==> config.mk <==
export PLATFORM = sky130hd
export DESIGN_NAME = chroma_cline_req_sequencer
export DESIGN_NICKNAME = d
export VERILOG_FILES = /design/src/rtl/chroma_cline_req_sequencer.sv
export SDC_FILE = /design/constraint.sdc
export NUM_CORES = 1
export LEC_CHECK = 0
export CAP_MARGIN = 40
export CORE_MARGIN = 3
export CORE_UTILIZATION = 42
export CTS_BUF_LIST = sky130_fd_sc_hd__clkbuf_4
export DETAILED_ROUTE_END_ITERATION = 8
export GPL_ROUTABILITY_DRIVEN = 0
export GPL_TIMING_DRIVEN = 0
export PLACE_DENSITY = 0.76
export SKIP_LAST_GASP = 1
export SYNTH_ARGS = -nofsm -noshare
export SYNTH_HDL_FRONTEND = slang
export SYNTH_SLANG_ARGS = --single-unit
==> constraint.sdc <==
create_clock -name clk -period 1.9 [get_ports clk]
set_input_delay 0.57 -clock clk [delete_from_list [all_inputs] [get_ports clk]]
set_output_delay 0.57 -clock clk [all_outputs]
set_load 0.05 [all_outputs]
==> src/rtl/chroma_cline_req_sequencer.sv <==
`default_nettype none
// +----------------------------------------------------------------------------+
// | chroma_cline_req_sequencer: expands one chroma block request into a        |
// | raster-ordered stream of cache-line coordinates.     Rev 1.0               |
// +----------------------------------------------------------------------------+
module chroma_cline_req_sequencer #(
  parameter int C_L_H_SIZE_C = 3,
  parameter int C_L_V_SIZE_C = 2,
  parameter int X_WDTH       = 11,
  parameter int Y_WDTH       = 11
) (
  input  logic                             clk,
  input  logic                             reset,
  input  logic                             req_valid_in,
  output logic                             req_ready_out,
  input  logic [X_WDTH-1:0]                start_x_in,
  input  logic [Y_WDTH-1:0]                start_y_in,
  input  logic [1:0]                       delta_x_in,
  input  logic [1:0]                       delta_y_in,
  output logic                             line_valid_out,
  input  logic                             line_ready_in,
  output logic [X_WDTH-C_L_H_SIZE_C-1:0]   line_x_out,
  output logic [Y_WDTH-C_L_V_SIZE_C-1:0]   line_y_out,
  output logic                             line_last_out,
  output logic                             busy_out
);

  localparam int LX_W = X_WDTH - C_L_H_SIZE_C;
  localparam int LY_W = Y_WDTH - C_L_V_SIZE_C;

  typedef enum logic [0:0] {
    IDLE  = 1'b0,
    ISSUE = 1'b1
  } state_t;

  state_t            state_q,  state_d;
  logic [LX_W-1:0]   base_x_q, base_x_d;
  logic [LY_W-1:0]   base_y_q, base_y_d;
  logic [1:0]        dx_q,     dx_d;
  logic [1:0]        dy_q,     dy_d;
  logic [1:0]        ox_q,     ox_d;
  logic [1:0]        oy_q,     oy_d;

  logic              at_last;
  logic              issuing;
  logic              unused_bits;

  // Sub-line pixel offsets never affect which cache line is addressed.
  assign unused_bits = ^{start_x_in[C_L_H_SIZE_C-1:0], start_y_in[C_L_V_SIZE_C-1:0]};

  assign issuing = (state_q == ISSUE);
  assign at_last = (ox_q == dx_q) && (oy_q == dy_q);

  always_comb begin
    state_d  = state_q;
    base_x_d = base_x_q;
    base_y_d = base_y_q;
    dx_d     = dx_q;
    dy_d     = dy_q;
    ox_d     = ox_q;
    oy_d     = oy_q;
    case (state_q)
      IDLE: begin
        if (req_valid_in) begin
          state_d  = ISSUE;
          base_x_d = start_x_in[X_WDTH-1:C_L_H_SIZE_C];
          base_y_d = start_y_in[Y_WDTH-1:C_L_V_SIZE_C];
          dx_d     = delta_x_in;
          dy_d     = delta_y_in;
          ox_d     = 2'd0;
          oy_d     = 2'd0;
        end
      end
      ISSUE: begin
        if (line_ready_in) begin
          if (at_last) begin
            state_d = IDLE;
          end else if (ox_q < dx_q) begin
            ox_d = ox_q + 2'd1;
          end else begin
            ox_d = 2'd0;
            oy_d = oy_q + 2'd1;
          end
        end
      end
      default: state_d = IDLE;
    endcase
  end

  always_ff @(posedge clk) begin
    if (reset) begin
      state_q  <= IDLE;
      base_x_q <= '0;
      base_y_q <= '0;
      dx_q     <= 2'd0;
      dy_q     <= 2'd0;
      ox_q     <= 2'd0;
      oy_q     <= 2'd0;
    end else begin
      state_q  <= state_d;
      base_x_q <= base_x_d;
      base_y_q <= base_y_d;
      dx_q     <= dx_d;
      dy_q     <= dy_d;
      ox_q     <= ox_d;
      oy_q     <= oy_d;
    end
  end

  // Coordinates wrap modulo the line-grid size; outputs are zero while idle.
  assign req_ready_out  = !issuing;
  assign line_valid_out = issuing;
  assign busy_out       = issuing;
  assign line_last_out  = issuing && at_last;
  assign line_x_out     = issuing ? (base_x_q + {{(LX_W-2){1'b0}}, ox_q}) : '0;
  assign line_y_out     = issuing ? (base_y_q + {{(LY_W-2){1'b0}}, oy_q}) : '0;

endmodule
`default_nettype wire

Word-level counts from Yosys, hierarchy flattened

Index checks and enable logic that the tools add are counted.
W data, S select, Z words.

Bits in registers: 26

$add $sub $neg: 4
Magnitude comparators: 1
Equal/unequal tests: 6
Muxes and demuxes: 15
Bitwise operators: 1
Reduce and logical (&&, ||, !) cells: 6

Operator list:

| kind                  | number |
|---|---|
| $mux W2               | 7 |
| $add A9 B2 Y9         | 1 |
| $mux W9               | 1 |
| $add A8 B2 Y8         | 1 |
| $mux W8               | 1 |
| $ne A2 B2 Y1 const B  | 4 |
| $pmux W2 S2           | 2 |
| $add A2 B1 Y2 const B | 2 |
| $eq A2 B2 Y1          | 2 |
| $reduce_and A4 Y1     | 1 |
| $mux W1               | 3 |
| $reduce_and A3 Y1     | 1 |
| $logic_and A1 B1 Y1   | 2 |
| $lt A2 B2 Y1          | 1 |
| $pmux W1 S2           | 1 |
| $reduce_and A2 Y1     | 1 |
| $logic_not A1 Y1      | 1 |
| $not A1 Y1            | 1 |

Depth between registers and ports, before layout

Gate-level depths: netlist of run 1.

Word-level depth: 5
Gate-level depth with buffers: 7
Gate-level depth less buffers: 7

Worst setup path after synthesis of run 1

OpenSTA, ideal clock, no wires.

Path type: reg2out
Start point: register state_q, in the netlist busy_out
End point: output line_x_out[2]
Data arrival time: 2.237 ns
Data required time: 1.330 ns
Path slack: -0.907 ns
Cell stages (with the launch flop): 5
Cells stage by stage: dfxtp_1 clkbuf_2 clkinv_1 clkbuf_1 nor2_1

Longest elaborated chain between the ends: 1

RTL lines:

| element                | RTL line | RTL |
|---|---|---|
| start, declared        | 36       | `state_t state_q, state_d;` |
| start signal, assigned | 100      | `state_q <= state_d;` |
| $mux W8                | 115      | `assign line_x_out = issuing ? (base_x_q + {{(LX_W-2){1'b0}}, ox_q}) : '0;` |
| end, declared          | 22       | `output logic [X_WDTH-C_L_H_SIZE_C-1:0] line_x_out,` |

No other way between the ends.

Worst setup path in the final report of run 1

Start point: register ox_q[1]
End point: output line_x_out[5]

Longest elaborated chain between the ends: 2

RTL lines:

| element                | RTL line | RTL |
|---|---|---|
| start, declared        | 41       | `logic [1:0] ox_q, ox_d;` |
| start signal, assigned | 97       | `ox_q <= 2'd0;` |
| start signal, assigned | 105      | `ox_q <= ox_d;` |
| $add A8 B2 Y8          | 115      |  |
| $mux W8                | 115      |  |

No other way between the ends.

==> results of run 1 <==
==> Yosys cell counts, drive strengths merged <==
cell / count / area, µm²
a21o: 3 / 22.5
o31a: 1 / 8.76
ha: 6 / 75.1
a31oi: 2 / 12.5
and3: 2 / 12.5
o211ai: 1 / 7.51
a21oi: 26 / 134
xnor2: 6 / 52.6
nand3: 9 / 45.0
nor4: 1 / 12.5
o21ai: 4 / 20.0
nor2: 13 / 48.8
a41o: 1 / 10.0
nor2b: 2 / 15.0
and4: 1 / 8.76
buf: 4 / 21.3
clkinv: 1 / 3.75
clkbuf: 6 / 23.8
mux2: 1 / 11.3
fa: 2 / 40.0
xor2: 7 / 61.3
dfxtp: 26 / 521
inv: 3 / 11.3
and2: 4 / 25.0
nor3: 2 / 10.0
or3: 5 / 31.3
nand2: 50 / 188
==> sequential cells by signal, indices dropped and copies added, names as in the netlist <==
signal	cells
base_x_q	8
base_y_q	9
busy_out	1
dx_q	2
dy_q	2
ox_q	2
oy_q	2
==> logic make-up after synthesis <==
logic type | share of synthesized area [%]
buf+inv | 4.19
mux | 0.786
fa+ha+maj | 8.03
compound gates | 15.0
simple gates | 27.7
flops | 36.3
xor+xnor | 7.95
==> worst max-delay path, delay by kind of cell (launching register included) <==
family	cells	cell delay, ns
AO/OA/AOI/OAI	2	0.28
buffers and inverters	1	0.17
flip-flops	1	0.39
adder cells (fa/ha/maj)	1	0.26
AND/OR/NAND/NOR	2	0.43
==> cell type report <==
type	count	area (µm²)	area share (%)
Clock buffer	3	22.5	0.891
Clock inverter	1	3.75	0.148
Sequential cell	26	544	21.5
Inverter	4	30.0	1.19
Multi-Input combinational cell	149	1200	47.6
Timing Repair Buffer	56	579	22.9
Buffer	10	88.8	3.51
Tap cell	44	55.1	2.18
==> power by group through the flow <==
stage | clock (W) | combinational (W) | sequential, W
2_1_floorplan | 0 | 0.000227 | 0.000619
3_3_place_gp | 0 | 0.000342 | 0.000618
3_5_place_dp | 0 | 0.000350 | 0.000620
4_1_cts | 0.000240 | 0.000391 | 0.000611
5_1_grt | 0.000272 | 0.000448 | 0.000619
6_report | 0.000240 | 0.000420 | 0.000614
==> per-stage QoR <==
| stage | total power, W | setup TNS, ns |
|---|---|---|
| 2_1_floorplan | 0.000847 | -0.980 |
| 3_3_place_gp | 0.000960 | -14.65 |
| 3_5_place_dp | 0.000970 | -16.23 |
| 4_1_cts | 0.00124 | -6.67 |
| 5_1_grt | 0.00134 | -7.61 |
| 6_report | 0.00127 | -6.50 |
==> worst paths after layout <==
check	from	endpoint	slack [ns]	depth (start not counted)
max	ox_q[1]	line_x_out[5]	-0.52	6
min	base_y_q[8]	base_y_q[8]	0.49	2
max reg2reg	ox_q[1]	oy_q[0]	0.04	7
min reg2reg	base_y_q[8]	base_y_q[8]	0.49	2
==> repair_timing <==
action,4_1_cts,5_1_grt
cloned,1,0
resized for setup,157,22
buffers inserted,6,5
pin swaps,16,15
setup endpoints to repair,21,29
==> metal layers <==
metal | global-route usage (%) | share of wire [%]
met5 | 0 | 0
met1 | 26.2 | 42
met2 | 39.6 | 54
met4 | 4.49 | 0.42
met3 | 2.11 | 3.5
==> impl_metrics.tcl, run 1 <==
set metrics [dict create \
    instances_no_fill 293 \
    grt_usage_pct 21.2 \
    path_cells "ha_4, a21o_1, nand2_2, or3_4, a21oi_4, buf_6" \
    clock_path_buffers 2 \
    routedWlPerCell_um 14.7 \
    port_buffers 44 \
    drtPass1Iterations 4 \
    setup_slack_ns -0.523 \
    cts-root-buf "clkbuf_4" \
    synthDistinctLibCells 32 \
    worst_pin_slew_ns 0.496 \
    grt_pass1_wl_um 7020 \
    place_ws_ns -0.809 \
    slowest_stage "dfxtp_4" \
    hpwl_um 2880 \
    cts_tree "built" \
    avgSynthCellArea_um2 7.58 \
    p_leak_nw 0.912 \
    clock.fmax_ghz 0.413 \
    p_clk_share_pct 18.9 \
    synth_fp_nets 227 \
    via_count 1533 \
    grt_start_max_net_pins 15 \
    hold_ws_ns 0.486 \
    drive_above_1_share_pct 41.0 \
    layout_common_cells "nand2_1, clkdlybuf4s50_1, a21oi_1" \
    p_comb_share_pct 33.0 \
    critPathLaunchType "register" \
    timing.max_cap.violations 0 \
    ys_ff_latch 26 \
    critPathKind "register to output port" \
    antenna_found_initial 0 \
    synth.cell_area_um2 1430 \
    p_seq_share_pct 48.2 \
    slew_violations 0 \
    initial_core_util_pct 45.4 \
    via_per_inst 5.23 \
    core_um2 3150 \
    yosys_warnings 0 \
    final-setup-viol-count 16 \
    antennaDiodeCount 0 \
    dpl_cell_area_um2 2160 \
    fin_util_pct 80.2 \
    io_pins 51 \
    gr-total-overflow 0 \
    layout_min_cycle_time_ns 2.42 \
    die_y_um 64.4 \
    clk_pin_slew_ns 0.15 \
    drtIter0Drc 70 \
    layout_commonest_cell "nand2_1" \
    cp_max_fo 3 \
    rsz0062_at_grt "yes" \
    postRouteAntennaNets 0 \
    fp.dieW_um 64.4 \
    hold_viol_final 0 \
    dieArea_um2 4150 \
    row_count 20 \
    syn_inst 189 \
    wirelength_um 4290 \
    hold_class "register to register" \
    n_fill_cell 212 \
    min_period_over_period_pct 128 \
    slew-limit-headroom_pct 67.1 \
    layout.nets 288 \
    clock_sink_count 26 \
    yosysSeqAreaShare_pct 36.3 \
    syn_to_final_growth_pct 76.5 \
    end_kind "output port" \
    finalClockSkew_ns 0.00730 \
    cellPowerDensity_nw_per_um2 504 \
    hold_buffers 0 \
    cp_slowest_stage_delay_ns 0.39 \
    drc 0 \
    htreeDepth 1 \
    first_global_vias 1549 \
    critical_path_required_ns 1.33 \
    failed_checks "setup timing" \
    fin_area_um2 2530 \
    p_sw_share_pct 33.9 \
    insertion_delay_ns 0.32 \
    cts_made_buffers 3 \
    status "complete, but fails checks" \
    intPower_w 0.000842 \
    irDropWorstVdd_mv 0.402 \
    p_sw_w 0.000432 \
    place_inst 277 \
    critPathArrivalTime_ns 1.85 \
]
Note: power is estimated with default switching activity, not from simulation.
==> run 2: changes to the inputs <==
Settings changed: GPL_ROUTABILITY_DRIVEN 0 to not set.
==> results of run 2 <==
Final layout, timing and power as in run 1 (identical DEF).
==> run 3: changes to the inputs <==
Settings changed: HOLD_SLACK_MARGIN set to 0.02, SKIP_LAST_GASP 1 to not set.
==> impl_metrics.tcl, run 3 (synthesis results as in run 1) <==
set metrics [dict create \
    critPathKind "register to output port" \
    gr-total-overflow 0 \
    top_register "base_y_q" \
    slew_violations 0 \
    first_global_vias 1553 \
    gp_congestion 0.891 \
    end_kind "output port" \
    wirelength_um 4280 \
    hold_viol_final 0 \
    worst_pin_slew_ns 0.494 \
    drc 0 \
    instances_no_fill 291 \
    clock.fmax_ghz 0.414 \
    largest_reg_flops 9 \
    fin_area_um2 2510 \
    cts-root-buf "clkbuf_4" \
    failed_checks "setup timing" \
    clk_pin_slew_ns 0.14 \
    syn_to_final_growth_pct 75.2 \
    timing.max_cap.violations 0 \
    die_y_um 64.4 \
    cts_tree "built" \
    insertion_delay_ns 0.31 \
    antennaDiodeCount 0 \
    core_um2 3150 \
    dieArea_um2 4150 \
    rsz0062_at_grt "yes" \
    p_leak_nw 0.901 \
    htreeDepth 1 \
    min_period_over_period_pct 127 \
    hold_class "register to register" \
    layout_common_cells "nand2_1, clkdlybuf4s50_1, a21oi_1" \
    drive_above_1_share_pct 40.9 \
    critical_path_required_ns 1.33 \
    setup_slack_ns -0.516 \
    layout.nets 286 \
    grt_start_max_net_pins 15 \
    clock_path_buffers 2 \
    io_pins 51 \
    clock_sink_count 26 \
    irDropWorstVdd_mv 0.392 \
    port_buffers 44 \
    hpwl_um 2880 \
    via_count 1531 \
    place_inst 277 \
    fp.dieW_um 64.4 \
    drtIter0Drc 75 \
    critPathArrivalTime_ns 1.85 \
    critPathLaunchType "register" \
    final-setup-viol-count 16 \
    cellPowerDensity_nw_per_um2 502 \
    dpl_cell_area_um2 2160 \
    layout_commonest_cell "nand2_1" \
    grt_usage_pct 21.2 \
    fin_util_pct 79.6 \
    layout_min_cycle_time_ns 2.42 \
    slowest_stage "dfxtp_4" \
    antenna_found_initial 0 \
    slew-limit-headroom_pct 67.1 \
    row_count 20 \
    routedWlPerCell_um 14.7 \
    top_regs "base_y_q (9), base_x_q (8)" \
    initial_core_util_pct 45.4 \
    postRouteAntennaNets 0 \
    cts_made_buffers 3 \
    cp_max_fo 3 \
    finalClockSkew_ns 0.00279 \
    cp_slowest_stage_delay_ns 0.39 \
    via_per_inst 5.26 \
    path_cells "ha_4, a21o_1, nand2_2, or3_4, a21oi_4, buf_6" \
    drtPass1Iterations 4 \
    hold_ws_ns 0.487 \
    status "complete, but fails checks" \
    grt_pass1_wl_um 7020 \
]
## run 3: cell types whose count changed in the layout (fill, tap and decap cells not counted), sizes merged
cell / delta
buf: -2
clkbuf: +1
dlygate4sd2: -1
## run 3: what timing repair did
item                       CTS  global route
cloned                       1             0
setup endpoints to repair   21            24
hold buffers                 0             0
pin swaps                   17            13
gates resized for setup    158            23
setup buffers                6             3
## run 3: final timing paths
path / startpoint / to / slack, ns / cells after the start
setup / recovery: ox_q[1] / line_x_out[5] / -0.52 / 6
hold / removal: base_y_q[8] / base_y_q[8] / 0.49 / 2
setup reg to reg: ox_q[0] / oy_q[0] / 0.05 / 8
hold reg to reg: base_y_q[8] / base_y_q[8] / 0.49 / 2
## run 3: critical path: cells and delay by family, from the launching register on
| kind | cells | cell delay [ns] |
|---|---|---|
| compound gates | 2 | 0.28 |
| fa+ha+maj | 1 | 0.26 |
| buf+inv | 1 | 0.17 |
| flops | 1 | 0.39 |
| simple gates | 2 | 0.43 |
## run 3: layout make-up
type / instances / area, µm²
multi-input combinational: 149 / 1200
buffer: 10 / 88.8
fill: 215 / 643
timing repair buffer: 54 / 561
inverter: 4 / 30.0
sequential: 26 / 544
clock inverter: 1 / 3.75
tap: 44 / 55.1
clock buffer: 3 / 22.5
## run 3: per-stage QoR
stage	TNS (ns)	total power [W]	setup slack (ns)
global placement	-14.65	0.000960	-0.778
detailed placement	-16.23	0.000970	-0.809
CTS	-6.65	0.00124	-0.508
floorplan	-0.980	0.000847	-0.144
finish	-6.42	0.00126	-0.516
global route	-7.57	0.00133	-0.602
## run 3: report_power, final
group / internal [W] / switching, W
Sequential: 0.000573 / 0.0000400
Combinational: 0.000187 / 0.000227
Clock: 0.0000767 / 0.000157
Total: 0.000837 / 0.000423
## run 3: layer usage
layer | vias up | GRT usage [%] | share of wire [%]
met3 | 6 | 2.11 | 5.1
li1 | 742 | - | -
met5 | - | 0 | 0
met4 | 0 | 4.49 | 0.82
met2 | 48 | 39.6 | 55
met1 | 735 | 26.2 | 39
